**src/rtl/uart_word_pkg.sv**
```systemverilog
// ---------------------------------------------------------------------------
// uart_word_pkg
// Shared types and width constants for the UART word assembler slice.
//   rx_state_t      : byte receiver FSM states
//   BYTE_W / WORD_W : widths of a received byte and an assembled word
//   SHADOW_W        : bytes 0-2 of a word waiting for the final byte
// ---------------------------------------------------------------------------
package uart_word_pkg;

   localparam int BYTE_W   = 8;
   localparam int WORD_W   = 32;
   localparam int SHADOW_W = WORD_W - BYTE_W;

   typedef enum logic [1:0] {
      IDLE  = 2'd0,
      START = 2'd1,
      DATA  = 2'd2,
      STOP  = 2'd3
   } rx_state_t;

endpackage

```
**src/rtl/uart_rx_byte.sv**
```systemverilog
// ---------------------------------------------------------------------------
// uart_rx_byte
// 8N1 UART byte receiver, LSB first.
//   clock       : system clock, rising edge
//   reset       : asynchronous active-low reset
//   rx          : raw asynchronous UART line, idle high
//   data        : last received byte (valid while byte_strobe is high)
//   byte_strobe : one-cycle pulse, stop bit sampled high
//   frame_error : one-cycle pulse, stop bit sampled low
// ---------------------------------------------------------------------------
module uart_rx_byte
   import uart_word_pkg::*;
#(
   parameter int CLKS_PER_BIT = 868
) (
   input  logic              clock,
   input  logic              reset,
   input  logic              rx,
   output logic [BYTE_W-1:0] data,
   output logic              byte_strobe,
   output logic              frame_error
);

   localparam logic [15:0] HALF_CNT = 16'(CLKS_PER_BIT / 2 - 1);
   localparam logic [15:0] FULL_CNT = 16'(CLKS_PER_BIT - 1);

   rx_state_t   state;
   logic        rx_meta;
   logic        rx_sync;
   logic        rx_prev;
   logic [15:0] baud_cnt;
   logic [2:0]  bit_idx;
   logic        stop_sample;

   // Two-flop synchronizer plus a delayed copy for start-edge detection.
   // All three idle high so that reset release never looks like a start bit.
   always_ff @(posedge clock or negedge reset) begin
      if (!reset) begin
         rx_meta <= 1'b1;
         rx_sync <= 1'b1;
         rx_prev <= 1'b1;
      end else begin
         rx_meta <= rx;
         rx_sync <= rx_meta;
         rx_prev <= rx_sync;
      end
   end

   // Receiver FSM. The start bit is re-checked at its midpoint so that short
   // low glitches fall back to IDLE; every later sample is one full bit
   // period after the previous one, which keeps all samples mid-bit.
   always_ff @(posedge clock or negedge reset) begin
      if (!reset) begin
         state    <= IDLE;
         baud_cnt <= '0;
         bit_idx  <= '0;
         data     <= '0;
      end else begin
         case (state)
            IDLE: begin
               baud_cnt <= '0;
               bit_idx  <= '0;
               if (rx_prev && !rx_sync) begin
                  state <= START;
               end
            end
            START: begin
               if (baud_cnt == HALF_CNT) begin
                  baud_cnt <= '0;
                  state    <= rx_sync ? IDLE : DATA;
               end else begin
                  baud_cnt <= baud_cnt + 16'd1;
               end
            end
            DATA: begin
               if (baud_cnt == FULL_CNT) begin
                  baud_cnt      <= '0;
                  data[bit_idx] <= rx_sync;
                  bit_idx       <= bit_idx + 3'd1;
                  if (bit_idx == 3'd7) begin
                     state <= STOP;
                  end
               end else begin
                  baud_cnt <= baud_cnt + 16'd1;
               end
            end
            STOP: begin
               if (baud_cnt == FULL_CNT) begin
                  baud_cnt <= '0;
                  state    <= IDLE;
               end else begin
                  baud_cnt <= baud_cnt + 16'd1;
               end
            end
            default: state <= IDLE;
         endcase
      end
   end

   // The stop-bit verdict is decoded straight from registered state so the
   // word register above can capture it on the very sampling edge.
   assign stop_sample = (state == STOP) && (baud_cnt == FULL_CNT);
   assign byte_strobe = stop_sample && rx_sync;
   assign frame_error = stop_sample && !rx_sync;

endmodule

```
**src/rtl/uart_word_assembler.sv**
```systemverilog
// ---------------------------------------------------------------------------
// uart_word_assembler
// Collects four UART bytes (MSB first) into a 32-bit display word.
//   clock       : system clock, rising edge
//   reset       : asynchronous active-low reset
//   rx          : raw asynchronous UART line, idle high, 8N1
//   word        : last complete word, feeds the display driver BCD_in
//   word_valid  : one-cycle pulse in the cycle word updates
//   frame_error : one-cycle pulse when a stop bit samples low
//   byte_count  : bytes held of the current partial word, 0-3
// ---------------------------------------------------------------------------
module uart_word_assembler
   import uart_word_pkg::*;
#(
   parameter int CLKS_PER_BIT = 868,
   parameter int TIMEOUT_CLKS = 868000
) (
   input  logic              clock,
   input  logic              reset,
   input  logic              rx,
   output logic [WORD_W-1:0] word,
   output logic              word_valid,
   output logic              frame_error,
   output logic [1:0]        byte_count
);

   localparam int            TO_W    = $clog2(TIMEOUT_CLKS + 1);
   localparam logic [TO_W-1:0] TO_LAST = TO_W'(TIMEOUT_CLKS - 1);

   logic [BYTE_W-1:0]   rx_data;
   logic                rx_strobe;
   logic                rx_frame_error;
   logic [SHADOW_W-1:0] shadow;
   logic [TO_W-1:0]     timeout_cnt;

   uart_rx_byte #(
      .CLKS_PER_BIT (CLKS_PER_BIT)
   ) u_rx (
      .clock       (clock),
      .reset       (reset),
      .rx          (rx),
      .data        (rx_data),
      .byte_strobe (rx_strobe),
      .frame_error (rx_frame_error)
   );

   // Word assembly. A byte strobe has priority over the timeout, so a byte
   // landing on the last timeout clock still counts. Frame errors and
   // timeouts only drop the partial word; the displayed word is untouched.
   always_ff @(posedge clock or negedge reset) begin
      if (!reset) begin
         word        <= '0;
         word_valid  <= 1'b0;
         frame_error <= 1'b0;
         byte_count  <= '0;
         shadow      <= '0;
         timeout_cnt <= '0;
      end else begin
         word_valid  <= 1'b0;
         frame_error <= 1'b0;
         if (rx_strobe) begin
            timeout_cnt <= '0;
            case (byte_count)
               2'd0: shadow[23:16] <= rx_data;
               2'd1: shadow[15:8]  <= rx_data;
               2'd2: shadow[7:0]   <= rx_data;
               default: begin
                  word       <= {shadow, rx_data};
                  word_valid <= 1'b1;
                  shadow     <= '0;
               end
            endcase
            byte_count <= byte_count + 2'd1;
         end else if (rx_frame_error) begin
            frame_error <= 1'b1;
            byte_count  <= '0;
            shadow      <= '0;
            timeout_cnt <= '0;
         end else if (byte_count != 2'd0) begin
            if (timeout_cnt == TO_LAST) begin
               byte_count  <= '0;
               shadow      <= '0;
               timeout_cnt <= '0;
            end else begin
               timeout_cnt <= timeout_cnt + 1'b1;
            end
         end else begin
            timeout_cnt <= '0;
         end
      end
   end

endmodule

```
**config.mk**
```make
export PLATFORM = sky130hd
export DESIGN_NAME = uart_word_assembler
export DESIGN_NICKNAME = d
export VERILOG_FILES = /design/src/rtl/uart_word_pkg.sv /design/src/rtl/uart_rx_byte.sv /design/src/rtl/uart_word_assembler.sv
export SDC_FILE = /design/constraint.sdc
export NUM_CORES = 1
export LEC_CHECK = 0
export CAP_MARGIN = 20
export CORE_ASPECT_RATIO = 1.75
export CORE_MARGIN = 10
export CORE_UTILIZATION = 30
export DETAILED_ROUTE_END_ITERATION = 7
export GPL_TIMING_DRIVEN = 0
export PLACE_DENSITY = 0.51
export SLEW_MARGIN = 20
export SYNTH_ARGS = -nofsm -noshare
export SYNTH_HDL_FRONTEND = slang
export SYNTH_SLANG_ARGS = --single-unit
```
**constraint.sdc**
```tcl
create_clock -name clock -period 2.85 [get_ports clock]
set_input_delay 0.285 -clock clock [delete_from_list [all_inputs] [get_ports clock]]
set_output_delay 0.285 -clock clock [all_outputs]
set_load 0.02 [all_outputs]
```
# ---- After elaboration in Yosys (flattened, before gate mapping)
# Index checks and enable logic that the tools add are counted.
dict set report totals {
  register_bits 112
  out_inout_bits 36
}
dict set report classes {
  addsub 4
  order_cmp 2
  n_eq_ne 17
  n_mux 34
  bitwise 1
  reduce_logical 25
}
# cell count
set ops {}
lappend ops {{$mux W24} 4}
lappend ops {{$mux W20} 4}
lappend ops {{$pmux W16 S3} 1}
lappend ops {{$pmux W8 S2} 3}
lappend ops {{$mux W16} 2}
lappend ops {{$add A20 B1 Y20 const B} 1}
lappend ops {{$eq A20 B20 Y1 const B} 1}
lappend ops {{$mux W2} 10}
lappend ops {{$add A16 B1 Y16 const B} 1}
lappend ops {{$eq A16 B10 Y1 const B} 1}
lappend ops {{$eq A16 B9 Y1 const B} 1}
lappend ops {{$ne A2 B1 Y1 const B} 5}
lappend ops {{$reduce_and A3 Y1} 3}
lappend ops {{$bwmux W8} 1}
lappend ops {{$pmux W2 S4} 1}
lappend ops {{$reduce_and A2 Y1} 4}
lappend ops {{$reduce_or A2 Y1} 4}
lappend ops {{$eq A2 B2 Y1 const B} 3}
lappend ops {{$ne A2 B2 Y1 const B} 3}
lappend ops {{$pmux W3 S2} 1}
lappend ops {{$reduce_bool A3 Y1} 2}
lappend ops {{$logic_and A1 B1 Y1} 5}
lappend ops {{$mux W1} 5}
lappend ops {{$reduce_and A5 Y1} 1}
lappend ops {{13 further kinds} 16}

# ---- Depth between registers and ports, before layout
dict set report logic_depth {
  depth_word 5
  ltp_mapped 8
  mapped_depth_nobuf 7
}

# ---- Cells and area by module
# From an unflattened synthesis, not the netlist that was laid out.
dict set report unflattened {
  cells_unflattened 541
  hier_area_um2 5381.4
}
# module n_inst cells_per_inst area_each_um2 seq_area_each_um2
set modules_own_cells {}
lappend modules_own_cells {uart_word_assembler 1 384 3733.6 2001.9}
lappend modules_own_cells {uart_rx_byte 1 157 1647.8 804.5}

# ---- Least setup slack after synthesis
# Ideal clock, no wire load.
dict set report synth_timing {
  kind {flip-flop to flip-flop}
  from {reg u_rx.baud_cnt[0]}
  to {reg word[10]}
  setup_ns 0.125
  arrival_ns 1.926
  slack_ns 0.799
  path_stages_with_launch 8
  path_buffers 1
  cell_sequence {dfrtp_1 ha_1 and4bb_1 and4_1 and3_2 nand2_4 buf_6 mux2_4}
}
dict set report synth_between {
  elab_chain_len 4
}
# element line
set synth_lines {}
lappend synth_lines {{from (decl)} uart_rx_byte.sv:31} ;# logic [15:0] baud_cnt;
lappend synth_lines {{from (signal assigned)} uart_rx_byte.sv:72} ;# baud_cnt <= baud_cnt + 16'd1;
lappend synth_lines {{from (signal assigned)} uart_rx_byte.sv:84} ;# baud_cnt <= baud_cnt + 16'd1;
lappend synth_lines {{from (signal assigned)} uart_rx_byte.sv:92} ;# baud_cnt <= baud_cnt + 16'd1;
lappend synth_lines {{$eq A16 B10 Y1} uart_rx_byte.sv:102} ;# assign stop_sample = (state == STOP) && (baud_cnt == FULL_CNT);
lappend synth_lines {{$logic_and A1 B1 Y1} uart_rx_byte.sv:102}
lappend synth_lines {{$logic_and A1 B1 Y1} uart_rx_byte.sv:103} ;# assign byte_strobe = stop_sample && rx_sync;
lappend synth_lines {{$reduce_and A2 Y1 (no line)} --}
lappend synth_lines {{to (signal assigned)} uart_word_assembler.sv:68} ;# word <= {shadow, rx_data};
lappend synth_lines {{to (decl)} uart_word_assembler.sv:21} ;# output logic [WORD_W-1:0] word,
# Every way passes these cells.
# A chain may end at the register's enable or synchronous reset.

# ---- Final worst setup path
dict set report layout_timing {
  from {reg u_rx.baud_cnt[0]}
  to {reg shadow[8]}
}
dict set report layout_between {
  elab_chain_len 5
  elab_cells_between_ends 10
}
# element line
set layout_lines {}
lappend layout_lines {{$eq A16 B10 Y1 *} uart_rx_byte.sv:102}
lappend layout_lines {{$logic_and A1 B1 Y1 *} uart_rx_byte.sv:102}
lappend layout_lines {{$logic_and A1 B1 Y1, on equally long branches} {uart_rx_byte.sv:103, uart_rx_byte.sv:104}}
lappend layout_lines {{$ne A2 B2 Y1 (no line), or another cell as far along} --}
lappend layout_lines {{$reduce_and A3 Y1 (no line) / $mux W24 (equally long branches)} --}
lappend layout_lines {{to (signal assigned)} uart_word_assembler.sv:65} ;# 2'd1: shadow[15:8] <= rx_data;
lappend layout_lines {{to (decl)} uart_word_assembler.sv:33} ;# logic [SHADOW_W-1:0] shadow;
# Every way passes the cells marked *; elsewhere a longest branch is shown, timed or not.

==> results.ini <==
[sta]
period_needed_ns=2.35
hold_violations=0
setup_slack_ns=0.495
tightestPinTransition_ns=0.727
max_freq_mhz=425
slew_headroom=0.515
setup_violations=0
clock_skew_ns=0.0116
hold_slack_ns=0.353
slew_violations=0
rsz0062_at_grt=no
fin_crit_sh=0.826

[power]
ir_drop_mv=0.293
p_total_mw=2.95
leakagePower_nw=2.67
powerDensity_nw_per_um2=495

[logic_synthesis]
yosys.area.top_type=dfrtp_1
synth_top_family_by_area=simple AND/OR/NAND/NOR gates
async_flop_share=1.00
synth.most_common_cell=dfrtp_1
yosysTopAreaCellShare=0.550
synth_edf_count=0
ys_ff_latch=112
synthesis.nets=399
synthMuxAreaShare=0.110
yosys.area_share.adder=0.0227
synthesis.area_um2=4960
synth_xor_area_frac=0.0530
synthSimpleGateAreaFrac=0.155
synth.distinct_cells=44
netlist_top_cells_area=dfrtp_1 (55%), mux2_4 (6.1%), a22o_1 (5.3%)
synthCells=387
synth_ff_type=dfrtp_1
yosys_warnings=0
synth-seq-area-share=0.566
synth_compound_area_frac=0.0716
postSynthAreaPerCell_um2=12.8
ys_top_cells_by_count=dfrtp_1 (109), nor2_1 (41), a22o_1 (30), mux2_4 (20), xor2_1 (17)

[global_routing]
grt_max_degree=68
grt_remaining_overflow=0
grt_use_total=0.102
antenna_found_initial=0
grt_pass1_wl_um=17900
grt_pass1_vias=3318

[routing]
avgViaCountPerCell=4.67
via_count=3109
dr.pass1.iters=4
drc=0
antenna_left=0
drt_iter0_markers=142
wire_per_inst_um=16.0
routed_wirelength_um=10600

[cts]
cts_setup_buffers=0
clkSinkCount=112
postCtsHoldBufs=1
numCtsBuffers=9
htree_levels=3
cts_root_buf=clkbuf_16
clock_latency_ns=0.35
clkSlewWorstSetupHoldPaths_ns=0.07
cts_resized=0
ctsLongestPathBuffers=2
cts_tree=done

[layout]
syn2layout_area_growth_pct=20.2
stdcell_area_um2=5960
diodes=0
drive_above_1_share=0.163
final_cells=666
final_nets=450

[critical_path]
end_kind=flip-flop
crit_fanout=8
timing.rr.start=u_rx.baud_cnt[0]$_DFF_PN0_
crit_required_ns=3.09
worst-r2r-setup-slack_ns=0.50
crit_path_start_kind=flip-flop
critPathKind=reg2reg
worstPathArrival_ns=2.59
reg2reg_depth=6
r2r_end=shadow[8]$_DFFE_PN0P_

[die]
initial_core_util=0.303
core_um2=16400
die_y_um=190
io_pins=39
die_w_um=117
die-area_um2=22300
row_count=62

[placement]
place_area_um2=5650
gp_congestion=0.737
post-dp-hpwl_um=7630
post-place-cells=650
port_buffers=38
pre_cts_ws_ns=0.465

[worst_hold_path]
min_path_cells=1
hold_class=in2reg
min_to=u_rx.rx_meta$_DFF_PN1_
min-delay-start=rx

[job]
drv_cap=0

[status]
status=finished, final reports clean

==> critical path, cell delays in order (launching register included) <==
cell and delay [ns]:
dfrtp_1 0.42, ha_1 0.25, and4bb_1 0.26, nand4_2 0.29, o31ai_2 0.44, o221ai_2 0.29, a22o_1 0.30
==> per-stage QoR <==
stage	util	TNS, ns
2_1_floorplan	-	0
3_3_place_gp	0.343	-318.30
3_5_place_dp	0.345	0
4_1_cts	0.364	0
5_1_grt	0.364	0
6_report	0.364	0
==> per-layer routing <==
| metal | vias up | GRT usage | share of wire |
|---|---|---|---|
| met5 | - | 0 | 0 |
| met4 | 0 | 0.0349 | 0.016 |
| met3 | 12 | 0.0205 | 0.029 |
| li1 | 1492 | - | - |
| met1 | 1567 | 0.114 | 0.40 |
| met2 | 38 | 0.183 | 0.55 |
==> how the worst max path moves through the flow <==
stage | from | end | cells past startpoint
finish | u_rx.baud_cnt[0]$_DFF_PN0_ | shadow[8]$_DFFE_PN0P_ | 6
floorplan | u_rx.baud_cnt[0]$_DFF_PN0_ | word[10]$_DFFE_PN0P_ | 7
global route | u_rx.baud_cnt[0]$_DFF_PN0_ | timeout_cnt[16]$_DFF_PN0_ | 8
CTS | u_rx.baud_cnt[0]$_DFF_PN0_ | shadow[10]$_DFFE_PN0P_ | 6
global placement | reset | timeout_cnt[10]$_DFF_PN0_ | 1
detailed placement | u_rx.baud_cnt[0]$_DFF_PN0_ | shadow[12]$_DFFE_PN0P_ | 6
==> cells by family after synthesis <==
group / Yosys count
and+or+nand+nor: 131
DFF: 112
muxes: 42
AOI/OAI and AO/OA: 41
xor gates and xnor gates: 30
buffers and inverters: 22
adders and majority gates: 9
==> cell type report <==
cell class	instances	area, µm²
Fill cell	1588	10400
Sequential cell	112	2810
Multi-Input combinational cell	253	2050
Timing Repair Buffer	40	419
Tap cell	224	280
Clock buffer	10	239
Buffer	11	66.3
Clock inverter	5	63.8
Inverter	11	41.3
==> cells in the final DEF (no fill, tap or decap), drive strengths merged, types with 7 or more instances in the layout <==
| master | count |
|---|---|
| nand3 | 10 |
| buf | 7 |
| xor2 | 17 |
| and3 | 7 |
| dfrtp | 109 |
| ha | 9 |
| xnor2 | 13 |
| a22o | 30 |
| clkdlybuf4s50 | 37 |
| nor2 | 42 |
| nor3 | 15 |
| inv | 13 |
| and4 | 7 |
| mux2 | 42 |
| nand2 | 17 |
| nand4 | 10 |
| clkbuf | 16 |
| nor4 | 8 |
==> where the power goes <==
part	switching (mW)	total (mW)	internal, mW
Combinational	0.0491	0.0652	0.0161
Clock	0.574	1.28	0.709
Sequential	0.00653	1.60	1.60
==> state kept, by name (all words and copies together), names as in the netlist, named ones only <==
register	cells
word	32
shadow	24
timeout_cnt	20
u_rx.baud_cnt	16
u_rx.data	8
u_rx.bit_idx	3
byte_count	2
frame_error	1
u_rx.rx_meta	1
u_rx.rx_prev	1
u_rx.rx_sync	1
u_rx.state	1
word_valid	1
No activity file was read; power rests on OpenSTA's default activity.
